$ cat config.mk
export PLATFORM = sky130hd
export DESIGN_NAME = count_window_monitor
export DESIGN_NICKNAME = d
export VERILOG_FILES = /design/src/rtl/count_mon_pkg.sv /design/src/rtl/wrap_detector.sv /design/src/rtl/count_window_monitor.sv
export SDC_FILE = /design/constraint.sdc
export NUM_CORES = 1
export LEC_CHECK = 0
export ABC_AREA = 1
export CORE_ASPECT_RATIO = 0.6
export CORE_UTILIZATION = 48
export CTS_BUF_LIST = sky130_fd_sc_hd__clkbuf_4 sky130_fd_sc_hd__clkbuf_8
export DETAILED_ROUTE_END_ITERATION = 16
export PLACE_DENSITY = 0.77
export RECOVER_POWER = 25
export SYNTH_ARGS = -nofsm -noshare
export SYNTH_HDL_FRONTEND = slang
export SYNTH_HIERARCHICAL = 1
export SYNTH_SLANG_ARGS = --single-unit
$ cat constraint.sdc
create_clock -name clk -period 2.05 [get_ports clk]
set_input_delay 0.5125 -clock clk [delete_from_list [all_inputs] [get_ports clk]]
set_output_delay 0.5125 -clock clk [all_outputs]
set_load 0.005 [all_outputs]
$ cat src/rtl/count_mon_pkg.sv
// Shared constants for the counter window monitor: state encodings and default widths.
package count_mon_pkg;
  localparam int unsigned DEFAULT_W  = 8;
  localparam int unsigned DEFAULT_DW = 4;

  localparam logic [DEFAULT_W-1:0] CNT_MAX = {DEFAULT_W{1'b1}};

  localparam logic [1:0] ST_IDLE  = 2'd0;
  localparam logic [1:0] ST_TRACK = 2'd1;
  localparam logic [1:0] ST_ALARM = 2'd2;
endpackage

$ cat src/rtl/wrap_detector.sv
// Detects 255->0 (up) and 0->255 (down) wraps between consecutive samples of the counter.
module wrap_detector
  import count_mon_pkg::*;
#(
  parameter int unsigned W = DEFAULT_W
) (
  input  logic         clk,
  input  logic         rst_n,
  input  logic         sample_en,
  input  logic [W-1:0] cnt_in,
  input  logic         mode_in,
  output logic         wrap_up_c,
  output logic         wrap_dn_c,
  output logic         wrap_up,
  output logic         wrap_dn
);
  localparam logic [W-1:0] MAX = {W{1'b1}};

  logic [W-1:0] prev;
  logic         prev_valid;

  // Combinational detect feeds the hi-byte update in the same cycle as the registered pulse.
  assign wrap_up_c = sample_en && prev_valid && (prev == MAX) && (cnt_in == '0) && mode_in;
  assign wrap_dn_c = sample_en && prev_valid && (prev == '0) && (cnt_in == MAX) && !mode_in;

  always_ff @(posedge clk or negedge rst_n) begin
    if (!rst_n) begin
      prev       <= '0;
      prev_valid <= 1'b0;
      wrap_up    <= 1'b0;
      wrap_dn    <= 1'b0;
    end else begin
      wrap_up <= wrap_up_c;
      wrap_dn <= wrap_dn_c;
      if (sample_en) begin
        prev       <= cnt_in;
        prev_valid <= 1'b1;
      end
    end
  end
endmodule

$ cat src/rtl/count_window_monitor.sv
// Samples an up/down counter, extends it with a wrap byte, and latches an alarm after
// the value dwells inside a programmable window for a number of consecutive samples.
module count_window_monitor
  import count_mon_pkg::*;
#(
  parameter int unsigned W  = DEFAULT_W,
  parameter int unsigned DW = DEFAULT_DW
) (
  input  logic           clk,
  input  logic           rst_n,
  input  logic           sample_en,
  input  logic [W-1:0]   cnt_in,
  input  logic           mode_in,
  input  logic [W-1:0]   win_lo,
  input  logic [W-1:0]   win_hi,
  input  logic [DW-1:0]  dwell,
  input  logic           alarm_clr,
  output logic           wrap_up,
  output logic           wrap_dn,
  output logic [2*W-1:0] ext_count,
  output logic           in_window,
  output logic           alarm,
  output logic [1:0]     state
);
  localparam logic [DW-1:0] RUN_MAX = {DW{1'b1}};

  logic          wrap_up_c, wrap_dn_c;
  logic          in_win_c, eval_c;
  logic [DW-1:0] dwell_eff, run, run_base, run_next;
  logic [W-1:0]  hi, lo, hi_d, lo_d;
  logic [DW-1:0] run_d;
  logic [1:0]    state_d;
  logic          alarm_d, in_win_d;

  wrap_detector #(.W(W)) u_wrap (
    .clk       (clk),
    .rst_n     (rst_n),
    .sample_en (sample_en),
    .cnt_in    (cnt_in),
    .mode_in   (mode_in),
    .wrap_up_c (wrap_up_c),
    .wrap_dn_c (wrap_dn_c),
    .wrap_up   (wrap_up),
    .wrap_dn   (wrap_dn)
  );

  assign in_win_c  = (cnt_in >= win_lo) && (cnt_in <= win_hi);
  assign dwell_eff = (dwell == '0) ? DW'(1) : dwell;
  assign ext_count = {hi, lo};

  always_ff @(posedge clk or negedge rst_n) begin
    if (!rst_n) begin
      state     <= ST_IDLE;
      alarm     <= 1'b0;
      run       <= '0;
      hi        <= '0;
      lo        <= '0;
      in_window <= 1'b0;
    end else begin
      state     <= state_d;
      alarm     <= alarm_d;
      run       <= run_d;
      hi        <= hi_d;
      lo        <= lo_d;
      in_window <= in_win_d;
    end
  end

  // A clear in ALARM restarts the run, so a coincident sample is scored from zero.
  always_comb begin
    state_d  = state;
    alarm_d  = alarm;
    run_d    = run;
    hi_d     = hi;
    lo_d     = lo;
    in_win_d = in_window;
    run_base = (state == ST_TRACK) ? run : '0;
    run_next = !in_win_c ? '0 : ((run_base == RUN_MAX) ? RUN_MAX : run_base + DW'(1));
    eval_c   = 1'b0;

    if (sample_en) begin
      lo_d     = cnt_in;
      in_win_d = in_win_c;
      if (wrap_up_c)      hi_d = hi + W'(1);
      else if (wrap_dn_c) hi_d = hi - W'(1);
    end

    case (state)
      ST_IDLE, ST_TRACK: eval_c = sample_en;
      ST_ALARM: begin
        if (alarm_clr) begin
          eval_c = sample_en;
          if (!sample_en) begin
            state_d = ST_TRACK;
            alarm_d = 1'b0;
            run_d   = '0;
          end
        end
      end
      default: begin
        state_d = ST_IDLE;
        alarm_d = 1'b0;
        run_d   = '0;
      end
    endcase

    if (eval_c) begin
      run_d = run_next;
      if (run_next >= dwell_eff) begin
        state_d = ST_ALARM;
        alarm_d = 1'b1;
      end else begin
        state_d = ST_TRACK;
        alarm_d = 1'b0;
      end
    end
  end
endmodule

Word-level counts from Yosys, hierarchy flattened
Index checks and enable logic that the tools add are counted.
Word-level totals
  flip-flop bits (word level): 27
  input port bits: 33
  output and inout port bits: 22
  logic and storage cells: 62
Cells by class
  add/sub/neg operators: 3
  order comparisons: 3
  equal/unequal tests: 8
  muxes and demuxes: 22
  reduce and logical (&&, ||, !) cells: 17
Operators with widths (count)
  $mux W4: 7
  $eq A8 B8 Y1 const B: 2
  $logic_not A8 Y1: 2
  $mux W8: 2
  $add A8 B1 Y8 const B: 1
  $ge A8 B8 Y1: 1
  $le A8 B8 Y1: 1
  $logic_and A1 B1 Y1: 8
  $mux W2: 4
  $pmux W4 S2: 1
  $sub A8 B1 Y8 const B: 1
  $ne A3 B3 Y1 const B: 2
  $mux W1: 5
  $add A4 B1 Y4 const B: 1
  $eq A4 B4 Y1 const B: 1
  $ge A4 B4 Y1: 1
  $logic_not A4 Y1: 1
  $pmux W1 S2: 2
  $pmux W2 S2: 1
  $reduce_and A3 Y1: 1
  $eq A2 B1 Y1 const B: 1
  $eq A2 B2 Y1 const B: 1
  $logic_not A2 Y1: 1
  $ne A2 B2 Y1 const B: 1
  4 further kinds: 4

Logic depth before layout (Yosys ltp)
Gate-level depths: netlist of run 1.
  word-level depth: 8
  gate-level depth with buffers: 19
  depth with buffers taken out: 19

Cells and area by module
Netlist of run 1, hierarchy kept.
By module, submodules not included
  count_window_monitor: times used 1, cells an instance 257, area each 1933.1 um^2, sequential area each 575.6 um^2
  wrap_detector: times used 1, cells an instance 70, area each 506.7 um^2, sequential area each 275.3 um^2

Worst setup path before layout of run 1
Ideal clock, no wire load.
  kind: in2reg
  start point: input cnt_in[7]
  end point: register hi[5]
  library setup time: 0.117 ns
  arrival: 2.222 ns
  required time: 1.933 ns
  path slack: -0.289 ns
  stages on the path: 14
  buffers on the path: 0
  cells stage by stage: nor2_1 > nand2_1 > nor2_1 > nand2_1 > nor2_1 > inv_1 > ha_1 > nand2_2 > nand3_2 > nand2_1 > nand2_1 > or2_1 > nand3_1 > nand2_1
Between the ends
  cells in the longest elaborated chain, start to end: 5
  elaborated cells between the ends (all ways): 9
  those cells by class: 1 x eq/ne; 1 x mux; 7 x reduce/logical
Ends and longest elaborated chain
  from (decl): line count_window_monitor.sv:12  | input logic [W-1:0] cnt_in,
  $logic_not A8 Y1 *: line wrap_detector.sv:23  | assign wrap_up_c = sample_en && prev_valid && (prev == MAX) && (cnt_in == '0) && mode_in;
  $logic_and A1 B1 Y1 * (2 in a row): line wrap_detector.sv:23
  net wrap_up_c: line count_window_monitor.sv:27  | logic wrap_up_c, wrap_dn_c;
  $reduce_bool A2 Y1 (no source line)
  $reduce_and A2 Y1 (no source line)
  to (signal assigned): line count_window_monitor.sv:63  | hi <= hi_d;
  to (decl): line count_window_monitor.sv:30  | logic [W-1:0] hi, lo, hi_d, lo_d;
Mark *: on every way through the listed nets, which the timed path passes. The rest lies on a longest branch.
A chain may end at the register's enable or synchronous reset.

Worst setup path in the final report of run 1
  start point: input sample_en
  end point: register hi[6]
Between the ends
  cells in the longest elaborated chain, start to end: 6
  elaborated cells between the ends (all ways): 10
  those cells by class: 1 x mux; 9 x reduce/logical
Ends and longest elaborated chain
  from (decl): line count_window_monitor.sv:11  | input logic sample_en,
  $logic_and A1 B1 Y1 * (4 in a row): line wrap_detector.sv:23
  net wrap_up_c: line count_window_monitor.sv:27
  $reduce_bool A2 Y1 (no source line)
  $reduce_and A2 Y1 (no source line)
Marked as above.

==> impl_metrics.csv, run 1 <==
group,metric,value,unit
job,cap_violations,0,
floorplan,io_pins,55,
sta,maxSlewViolCount,0,
floorplan,fp-row-count,19,
place,port_buffers,54,
global_route,grt_overflow,0,
clock_network,clock_path_buffers,2,
synth,ys.warnings.count,6,
power,max-vdd-ir-drop,272.7,µV
floorplan,start_util,51.57,%
synth,synthesis.nets,388,
global_route,grt_max_degree,35,
critical_path,critPathLaunchType,"input pin",
power,total_power,0.001756,W
global_route,antenna_found_initial,0,
critical_path,cp_data_required_time,2230,ps
place,gp_congestion,0.8603,
route,dr.pass1.iters,4,
hold_path,hp-class,"flip-flop to flip-flop",
power,p_leak,1.887,nW
place,place_hpwl,4.748,mm
power,power.density,460.1,mW/mm²
route,wl_per_cell,15.58,µm
run_status,violations,"negative setup slack",
sta,fin_ws,-132.3,ps
clock_network,cts_root_buf,"clkbuf_8",
global_route,grt_first_pass_wirelength,11.05,mm
sta,max_freq,458.2,MHz
synth,synth_seq_cells,34,
clock_network,cts_num_sinks,34,
floorplan,die_x,94.04,µm
critical_path,cp_top_family,"simple AND/OR/NAND/NOR gates",
floorplan,die_area,0.005381,mm²
global_route,grt_pass1_vias,2410,
critical_path,cp_max_fo,7,
critical_path,end_kind,"flip-flop",
critical_path,critPathBufInv,3,
run_status,outcome,"complete, but fails checks",
floorplan,die_y,57.23,µm
sta,finalSetupTns,-578.4,ps
floorplan,core_area,0.004731,mm²
sta,period_share,106.5,%
cells_and_area,antenna_cells,0,
clock_network,cts_buffers,5,
route,drt_iter0_drc,144,
clock_network,htree_levels,2,
clock_network,clk_pin_slew,70,ps
critical_path,critPathMostFrequentCell,"nand2_1",
clock_network,tritoncts,"yes",
synth,yosysSeqAreaShare,34.87,%
sta,worst_pin_slew,964.3,ps
critical_path,cp_cell_sequence,"dlygate4sd2_1 -> nand2_1 -> nor2_1 -> nand2_1 -> nor2_4 -> clkinv_4 -> ha_4 -> inv_4 -> o21bai_1 -> nand2_1 -> a31oi_2 -> o21ai_1",
sta,rsz0062_at_grt,"yes",
critical_path,cp.arrival,2360,ps
critical_path,path_class,"input pin to flip-flop",
route,via_per_inst,5.227,
clock_network,clock_latency,290,ps
global_route,grt_use_total,27.13,%
route,vias,2535,
critical_path,slowest_delay,350,ps
cells_and_area,syn2layout_area_growth,56.46,%
route,drt_wl_total,7.555,mm
synth,syn_inst,327,
sta,slew_headroom,35.71,%
route,drcViolationCount,0,
synth,netlist_area,0.002440,mm²
cells_and_area,nets,484,
route,ant_nets,0,
sta,min_period,2182,ps
sta,finalHoldViolations,0,
cells_and_area,final_layout_size_suffix_gt1_share,37.44,%
synth,syn_avg_cell_area,7.461,µm²
critical_path,crit_slowest_cell,"ha_4",
sta,finClkSkew,3.613,ps
sta,setup_viol,8,
synth,synth_cell_types,35,
metrics by stage:
| stage | std cells | setup slack (ps) | area, µm² | hold WS (ps) | utilization, % |
|---|---|---|---|---|---|
| floorplan | 327 | -123.6 | 2560 | 216.9 | - |
| global placement | 472 | -838.4 | 3395 | 448.0 | 71.75 |
| detailed placement | 472 | -883.7 | 3395 | 459.0 | 71.75 |
| CTS | 481 | 0.1890 | 3601 | 474.9 | 76.12 |
| global route | 485 | -228.2 | 3817 | 517.0 | 80.69 |
| finish | 485 | -132.3 | 3817 | 480.5 | 80.69 |
repair_timing:
item / in CTS / in global routing
endpoints found under the setup margin: 9 / 7
gates resized for setup: 132 / 61
setup buffers: 3 / 4
hold buffers: 0 / 0
pin swaps: 48 / 44
area by class of cell:
| type | instances | area (µm²) |
|---|---|---|
| tap | 63 | 78.83 |
| fill | 299 | 913.4 |
| inverter | 47 | 205.2 |
| clock buffer | 6 | 82.58 |
| multi-input combinational | 242 | 1804 |
| sequential | 34 | 850.8 |
| timing repair buffer | 93 | 795.8 |
worst min-delay path, cell delays in order (launching register included):
cell	delay, ps
dfrtp_1	350
nand2_1	50
nand2_1	50
flip-flops by register name (all words and copies together) (netlist names):
register           flops
state                  1
hi                     8
lo                     8
in_window              1
u_wrap/prev            8
alarm                  1
u_wrap/prev_valid      1
u_wrap/wrap_dn         1
u_wrap/wrap_up         1
run                    4
worst paths after layout:
check / startpoint / end / slack [ps] / cells after the start
max: sample_en / hi[6] / -130 / 12
min: lo[7] / lo[7] / 480 / 2
max reg2reg: u_wrap/prev[4] / hi[6] / -70 / 11
min reg2reg: lo[7] / lo[7] / 480 / 2
max in group asynchronous: rst_n / state[0] / 650 / 2
min in group asynchronous: rst_n / lo[4] / 860 / 2
cell usage after synthesis:
cell	instances	share of area, %
a21o_1	3	0.92
nor3_1	2	0.41
fa_1	1	0.82
nand3_4	1	0.72
nand2_4	1	0.46
a211oi_1	1	0.31
nand3b_1	1	0.31
xnor2_1	3	1.1
buf_4	2	0.62
o21a_1	1	0.31
inv_4	1	0.26
dfrtp_1	34	35
inv_2	4	0.62
a21oi_1	10	2.1
buf_2	2	0.41
nand3_1	7	1.4
nand2_2	3	0.77
a21oi_2	1	0.36
o21ai_2	1	0.36
inv_1	41	6.3
nand4_1	11	2.8
or2_1	2	0.51
nor2_4	1	0.46
nor3_2	2	0.82
o21ai_0	4	0.82
nor2_1	27	4.2
a31oi_1	2	0.51
a31o_2	1	0.36
o21ai_4	1	0.67
clkinv_2	1	0.20
nand3_2	5	2.1
ha_1	27	14
o21bai_1	2	0.62
nand2_1	118	18
o21ai_1	3	0.62
cell usage in the layout, fill, tap and decap left out, drive strengths merged, types with 3 or more instances in the layout:
master,Yosys,final
nand2,122,122
xnor2,3,3
o21ai,9,9
a21o,3,3
nor3,4,4
buf,4,58
dfrtp,34,34
clkbuf,0,10
a21oi,11,11
nor2,28,28
inv,46,45
nand4,11,11
nand3,13,13
clkdlybuf4s50,0,27
ha,27,27
power breakdown:
part | leakage [nW] | internal [W] | switching (W)
registers | 0.435 | 0.000712 | 0.0000327
clock network | 0.0431 | 0.000259 | 0.000233
logic | 1.41 | 0.000262 | 0.000258
total | 1.89 | 0.00123 | 0.000523
kinds of logic (layout without fill, tap and decap cells):
logic type	count (synthesis)	after routing	share of synthesized area (%)
AND/OR/NAND/NOR	181	181	33.08
AO/OA/AOI/OAI	30	30	7.898
XOR/XNOR	3	3	1.077
adder cells (fa/ha/maj)	28	28	14.67
buffers and inverters	51	146	8.410
flip-flops	34	34	34.87
metal layers:
layer / track usage, % / up-vias / wire length [µm]
li1: - / 1234 / -
met1: 36.68 / 1203 / 3326
met2: 44.32 / 81 / 3688
met3: 4.000 / 17 / 350
met4: 10.55 / 0 / 189
met5: 0 / - / 0
(Power assumes the default switching activity.)
==> inputs of run 2 (changes only) <==
--- a/config.mk
+++ b/config.mk
@@ -7,10 +7,10 @@
 export LEC_CHECK = 0
 export ABC_AREA = 1
 export CORE_ASPECT_RATIO = 0.6
-export CORE_UTILIZATION = 48
-export CTS_BUF_LIST = sky130_fd_sc_hd__clkbuf_4 sky130_fd_sc_hd__clkbuf_8
+export CORE_UTILIZATION = 46
+export CTS_CLUSTER_SIZE = 40
 export DETAILED_ROUTE_END_ITERATION = 16
-export PLACE_DENSITY = 0.77
+export PLACE_DENSITY = 0.74
 export RECOVER_POWER = 25
 export SYNTH_ARGS = -nofsm -noshare
 export SYNTH_HDL_FRONTEND = slang
==> run 2 against run 1 <==
The flow still finishes with violations (negative setup slack). Maximum frequency increased by 0.80%. Hold slack improved by 9.1 ps. Global-route usage decreased by 3.1 points. Critical path type unchanged. Non-clock buffer count increased by 2. Register-to-register slack improved by 30 ps. Core utilization decreased by 4.5 points. Sequential power about the same. Clock-buffer cell count increased by 1. Clock power increased by 2%. Sequential cell count unchanged. Design area increased by 1.4%. Total power increased by 0.41%.
==> impl_metrics.csv, run 2 (synthesis results as in run 1) <==
group,metric,value,unit
run_status,outcome,"complete, but fails checks",
run_status,violations,"negative setup slack",
hold_path,hp-class,"flip-flop to flip-flop",
global_route,grt_use_total,24.04,%
place,port_buffers,54,
floorplan,start_util,48.03,%
route,wl_per_cell,14.06,µm
floorplan,die_area,0.005609,mm²
sta,finClkSkew,8.517,ps
critical_path,path_class,"input pin to flip-flop",
cells_and_area,layout.cells.non_filler,492,
floorplan,core_area,0.005080,mm²
critical_path,cp_max_fo,4,
cells_and_area,final_layout_size_suffix_gt1_share,40.38,%
route,ant_nets,0,
cells_and_area,reg.largest.list,"hi (8), lo (8), u_wrap/prev (8)",
floorplan,fp-row-count,20,
sta,maxSlewViolCount,0,
cells_and_area,nets,486,
clock_network,tritoncts,"yes",
place,gp_congestion,0.8852,
sta,rsz0062_at_grt,"yes",
sta,finalHoldViolations,0,
critical_path,cp_data_required_time,2250,ps
cells_and_area,antenna_cells,0,
sta,min_period,2165,ps
place,place_hpwl,4.723,mm
clock_network,clk_pin_slew,70,ps
route,vias,2481,
clock_network,htree_levels,2,
cells_and_area,register_area,850.8,µm²
cells_and_area,n_fill_cell,330,
power,max-vdd-ir-drop,245.6,µV
route,drt_iter0_drc,106,
sta,setup_viol,2,
cells_and_area,final_common_cell,"nand2_1",
sta,fin_ws,-114.9,ps
route,drt_wl_total,6.916,mm
clock_network,cts_num_sinks,34,
job,cap_violations,0,
global_route,grt_max_degree,35,
global_route,grt_pass1_vias,2274,
cells_and_area,syn2layout_area_growth,58.67,%
floorplan,die_x,96.02,µm
critical_path,critPathLaunchType,"input pin",
global_route,grt_overflow,0,
route,dr.pass1.iters,4,
sta,worst_pin_slew,834.1,ps
clock_network,holdBufCountCts,0,
place,placedCellCount,476,
clock_network,cts_root_buf,"clkbuf_8",
route,drcViolationCount,0,
power,power.density,455.5,mW/mm²
route,via_per_inst,5.043,
sta,slew_headroom,44.40,%
critical_path,cp.arrival,2360,ps
place,placedInstanceArea,0.003406,mm²
floorplan,io_pins,55,
cells_and_area,multiInputGateArea,0.001836,mm²
power,total_power,0.001764,W
sta,max_freq,461.9,MHz
floorplan,die_y,58.42,µm
critical_path,end_kind,"flip-flop",
clock_network,clock_path_buffers,2,
cells_and_area,design_area,0.003871,mm²
place,dp_slack,-898.3,ps
global_route,antenna_found_initial,0,
cells_and_area,utilization,76.21,%
cells_and_area,layout_common_cells,"nand2_1 (102), buf_4 (40), dfrtp_1 (34), clkdlybuf4s50_1 (27), inv_1 (24)",
clock_network,cts_buffers,5,
sta,period_share,105.6,%
power,p_leak,1.891,nW
global_route,grt_first_pass_wirelength,10.36,mm
clock_network,clock_latency,280,ps
==> run 2: cell type report <==
class	instances	area share, %
multi-input combinational	242	47.41
sequential	34	21.98
timing repair buffer	95	20.94
inverter	47	5.171
clock buffer	7	2.230
tap	66	2.133
clock inverter	1	0.1293
==> run 2: final timing paths <==
| path | start | cells past startpoint | end | slack, ps |
|---|---|---|---|---|
| setup / recovery | win_lo[0] | 17 | state[0] | -110 |
| hold / removal | lo[6] | 2 | lo[6] | 490 |
| setup reg to reg | alarm | 12 | state[0] | -40 |
| hold reg to reg | lo[6] | 2 | lo[6] | 490 |
| max in group asynchronous | rst_n | 2 | hi[7] | 670 |
| min in group asynchronous | rst_n | 2 | u_wrap/wrap_dn | 860 |
==> run 2: what timing repair did <==
action,in CTS,in global routing
pin swaps,58,40
gates resized for setup,126,66
endpoints found under the hold margin,0,0
endpoints found under the setup margin,13,6
buffers inserted,4,4
cloned,0,0
==> run 2: worst max-delay path, cell delays in order <==
cell and delay [ps]:
dlygate4sd2_1 240, ha_2 160, inv_1 40, nand2_1 40, nand2_1 70, nand2_1 60, nand2_1 80, nand2_1 70
nand3_2 110, nand2_4 70, a21oi_2 100, ha_1 250, inv_1 70, o21bai_1 70, nand3_1 100, nand3_2 100
a211oi_2 220
==> run 2: layer usage <==
| layer | track usage (%) | share of wire [%] | vias to the layer above |
|---|---|---|---|
| met1 | 35.01 | 49 | 1151 |
| li1 | - | - | 1237 |
| met3 | 3.747 | 4.7 | 13 |
| met2 | 37.08 | 46 | 80 |
| met5 | 0 | 0 | - |
| met4 | 6.823 | 1.2 | 0 |
==> run 2: power breakdown <==
part / internal, W / switching, W
registers: 0.000712 / 0.0000338
logic: 0.000256 / 0.000259
clock network: 0.000271 / 0.000232
==> run 2: stage by stage <==
stage	TNS, ps	hold slack, ps
3_5_place_dp	-7964	470.6
3_3_place_gp	-7547	448.0
2_1_floorplan	-219.4	216.9
4_1_cts	0	492.5
5_1_grt	-565.2	513.8
6_report	-166.3	489.6
==> inputs of run 3 (changes only) <==
--- a/config.mk
+++ b/config.mk
@@ -12,6 +12,7 @@
 export DETAILED_ROUTE_END_ITERATION = 16
 export PLACE_DENSITY = 0.74
 export RECOVER_POWER = 25
+export SETUP_SLACK_MARGIN = 0.1
 export SYNTH_ARGS = -nofsm -noshare
 export SYNTH_HDL_FRONTEND = slang
 export SYNTH_HIERARCHICAL = 1
==> constraint.sdc (replaced) <==
create_clock -name clk -period 2.05 [get_ports clk]
set_input_delay 0.41 -clock clk [delete_from_list [all_inputs] [get_ports clk]]
set_output_delay 0.41 -clock clk [all_outputs]
set_load 0.005 [all_outputs]
==> run 3 against run 2 <==
Largest cell class unchanged. Via count fell by 1.7%. Critical path type unchanged. Setup slack improved by 180 ps. The flow now finishes without violations. Combinational power rose by 2%. Largest power group unchanged. Clock power fell by 1%.
==> impl_metrics.csv, run 3 (synthesis results as in run 1) <==
group,metric,value,unit
sta,finalSetupTns,0,ps
critical_path,crit_slowest_cell,"ha_4",
sta,period_share,96.68,%
cells_and_area,final_common_cell,"nand2_1",
power,power_switching_share,29.23,%
floorplan,start_util,48.03,%
cells_and_area,antenna_cells,0,
clock_network,cts_num_sinks,34,
hold_path,hp-class,"input pin to flip-flop",
power,p_seq_share,42.3,%
critical_path,critPathBufInv,4,
route,ant_nets,0,
critical_path,slowest_delay,220,ps
power,p_leak,1.907,nW
place,port_buffers,54,
global_route,grt_overflow,0,
floorplan,core_area,0.005080,mm²
critical_path,cp_data_required_time,2250,ps
cells_and_area,nets,491,
place,gp_congestion,0.8831,
clock_network,htree_levels,2,
sta,worst_pin_slew,825.8,ps
power,max-vdd-ir-drop,315.3,µV
route,vias,2439,
critical_path,critPathMostFrequentCell,"nand2_1",
global_route,grt_first_pass_wirelength,10.67,mm
sta,maxSlewViolCount,0,
global_route,grt_max_degree,35,
sta,fin_ws,68.07,ps
run_status,outcome,"finished, final reports clean",
route,wl_per_cell,13.27,µm
power,combPwrFrac,29.6,%
sta,setup_viol,0,
clock_network,clock_path_buffers,2,
place,dp_slack,-840.6,ps
global_route,grt_use_total,24.86,%
sta,max_freq,504.6,MHz
power,p_sw,0.0005172,W
power,power.density,466.0,mW/mm²
clock_network,clock_latency,270,ps
clock_network,tritoncts,"yes",
critical_path,critPathLaunchType,"input pin",
global_route,antenna_found_initial,0,
sta,holdWs,448.7,ps
global_route,grt_pass1_vias,2320,
cells_and_area,final_layout_size_suffix_gt1_share,37.82,%
cells_and_area,layout_common_cells,"nand2_1 (110), buf_4 (47), dfrtp_1 (34), clkdlybuf4s50_1 (27), inv_1 (25)",
job,cap_violations,0,
cells_and_area,reg.largest.list,"hi (8), lo (8), u_wrap/prev (8)",
clock_network,cts_root_buf,"clkbuf_8",
clock_network,clk_pin_slew,70,ps
critical_path,path_class,"input pin to flip-flop",
cells_and_area,syn2layout_area_growth,55.59,%
route,dr.pass1.iters,4,
sta,slew_headroom,44.94,%
route,drt_wl_total,6.595,mm
route,via_per_inst,4.907,
power,p_int,0.001252,W
floorplan,die_y,58.42,µm
floorplan,io_pins,55,
sta,finClkSkew,3.608,ps
critical_path,cp_top_family,"simple AND/OR/NAND/NOR gates",
floorplan,die_x,96.02,µm
place,placedCellCount,475,
sta,rsz0062_at_grt,"yes",
sta,min_period,1982,ps
critical_path,end_kind,"flip-flop",
cells_and_area,layout.cells.non_filler,497,
critical_path,cp.arrival,2180,ps
critical_path,cp_cell_sequence,"buf_6 -> inv_2 -> ha_2 -> inv_1 -> nand2_1 -> nand2_1 -> nand2_1 -> nand2_1 -> nand2_1 -> nand2_1 -> nand2_2 -> nand2_4 -> a21oi_4 -> ha_4 -> inv_2 -> o21bai_1 -> nand3_1 -> nand3_2 -> a211oi_2",
clock_network,cts_buffers,5,
floorplan,fp-row-count,20,
route,drcViolationCount,0,
route,drt_iter0_drc,118,
sta,finalHoldViolations,0,
floorplan,die_area,0.005609,mm²
place,place_hpwl,4.824,mm
power,clkPwrFrac,28.1,%
critical_path,cp_max_fo,4,
==> run 3: cell types whose count changed in the layout (fill, tap and decap cells not counted), moves of 2 or more <==
cell,delta
clkbuf_2,-3
nor2_2,+5
nor2_4,-5
nand2_2,-7
ha_1,+3
nand3_4,-2
buf_4,+7
nand2_1,+8
nand3_2,+3
ha_4,-2
buf_2,+5
buf_6,-5
==> run 3: worst register-to-register path: cells and delay by family (launching register included) <==
kind	cells	cell delay [ps]
AOI/OAI and AO/OA	1	180
adders and majority gates	2	520
buffers and inverters	3	280
DFF	1	390
and+or+nand+nor	5	530
==> run 3: power by group through the flow <==
stage               Clock [W]  Combinational (W)  Sequential (W)
floorplan                   0           0.000203        0.000754
global placement            0           0.000426        0.000755
detailed placement          0           0.000440        0.000756
CTS                  0.000506           0.000480        0.000747
global route         0.000533           0.000581        0.000752
finish               0.000497           0.000524        0.000748
==> run 3: worst paths after layout <==
check / start / end / slack, ps / depth (start not counted)
max in group asynchronous: rst_n / lo[0] / 780 / 2
min in group asynchronous: rst_n / hi[0] / 750 / 2
hold / removal: cnt_in[0] / lo[0] / 450 / 3
setup reg to reg: alarm / state[0] / 80 / 11
hold reg to reg: lo[0] / lo[0] / 490 / 2
setup / recovery: cnt_in[0] / state[0] / 70 / 19
==> run 3: metal layers <==
layer	up-vias	GRT usage [%]	wire length (µm)
met3	6	4.134	406
met2	79	39.41	3049
li1	1246	-	-
met4	0	5.757	53
met1	1108	35.69	3087
met5	-	0	0
==> run 3: repair_timing <==
action,in CTS,in global routing
setup buffers,8,6
pin swaps,67,22
resized for setup,133,23
endpoints found under the setup margin,13,6
hold buffers,0,0
==> run 3: layout make-up <==
cell class	instances	area, µm²
clock buffer	7	86.33
clock inverter	1	5.005
fill	365	1284
inverter	47	200.2
multi-input combinational	242	1739
sequential	34	850.8
tap	66	82.58
timing repair buffer	100	832.0
==> run 3: metrics by stage <==
stage	instance area [µm²]	total power, W	util [%]
5_1_grt	3796	0.001866	74.73
2_1_floorplan	2560	0.0009571	-
4_1_cts	3647	0.001733	71.80
6_report	3796	0.001769	74.73
3_5_place_dp	3398	0.001196	66.90
3_3_place_gp	3398	0.001181	66.90
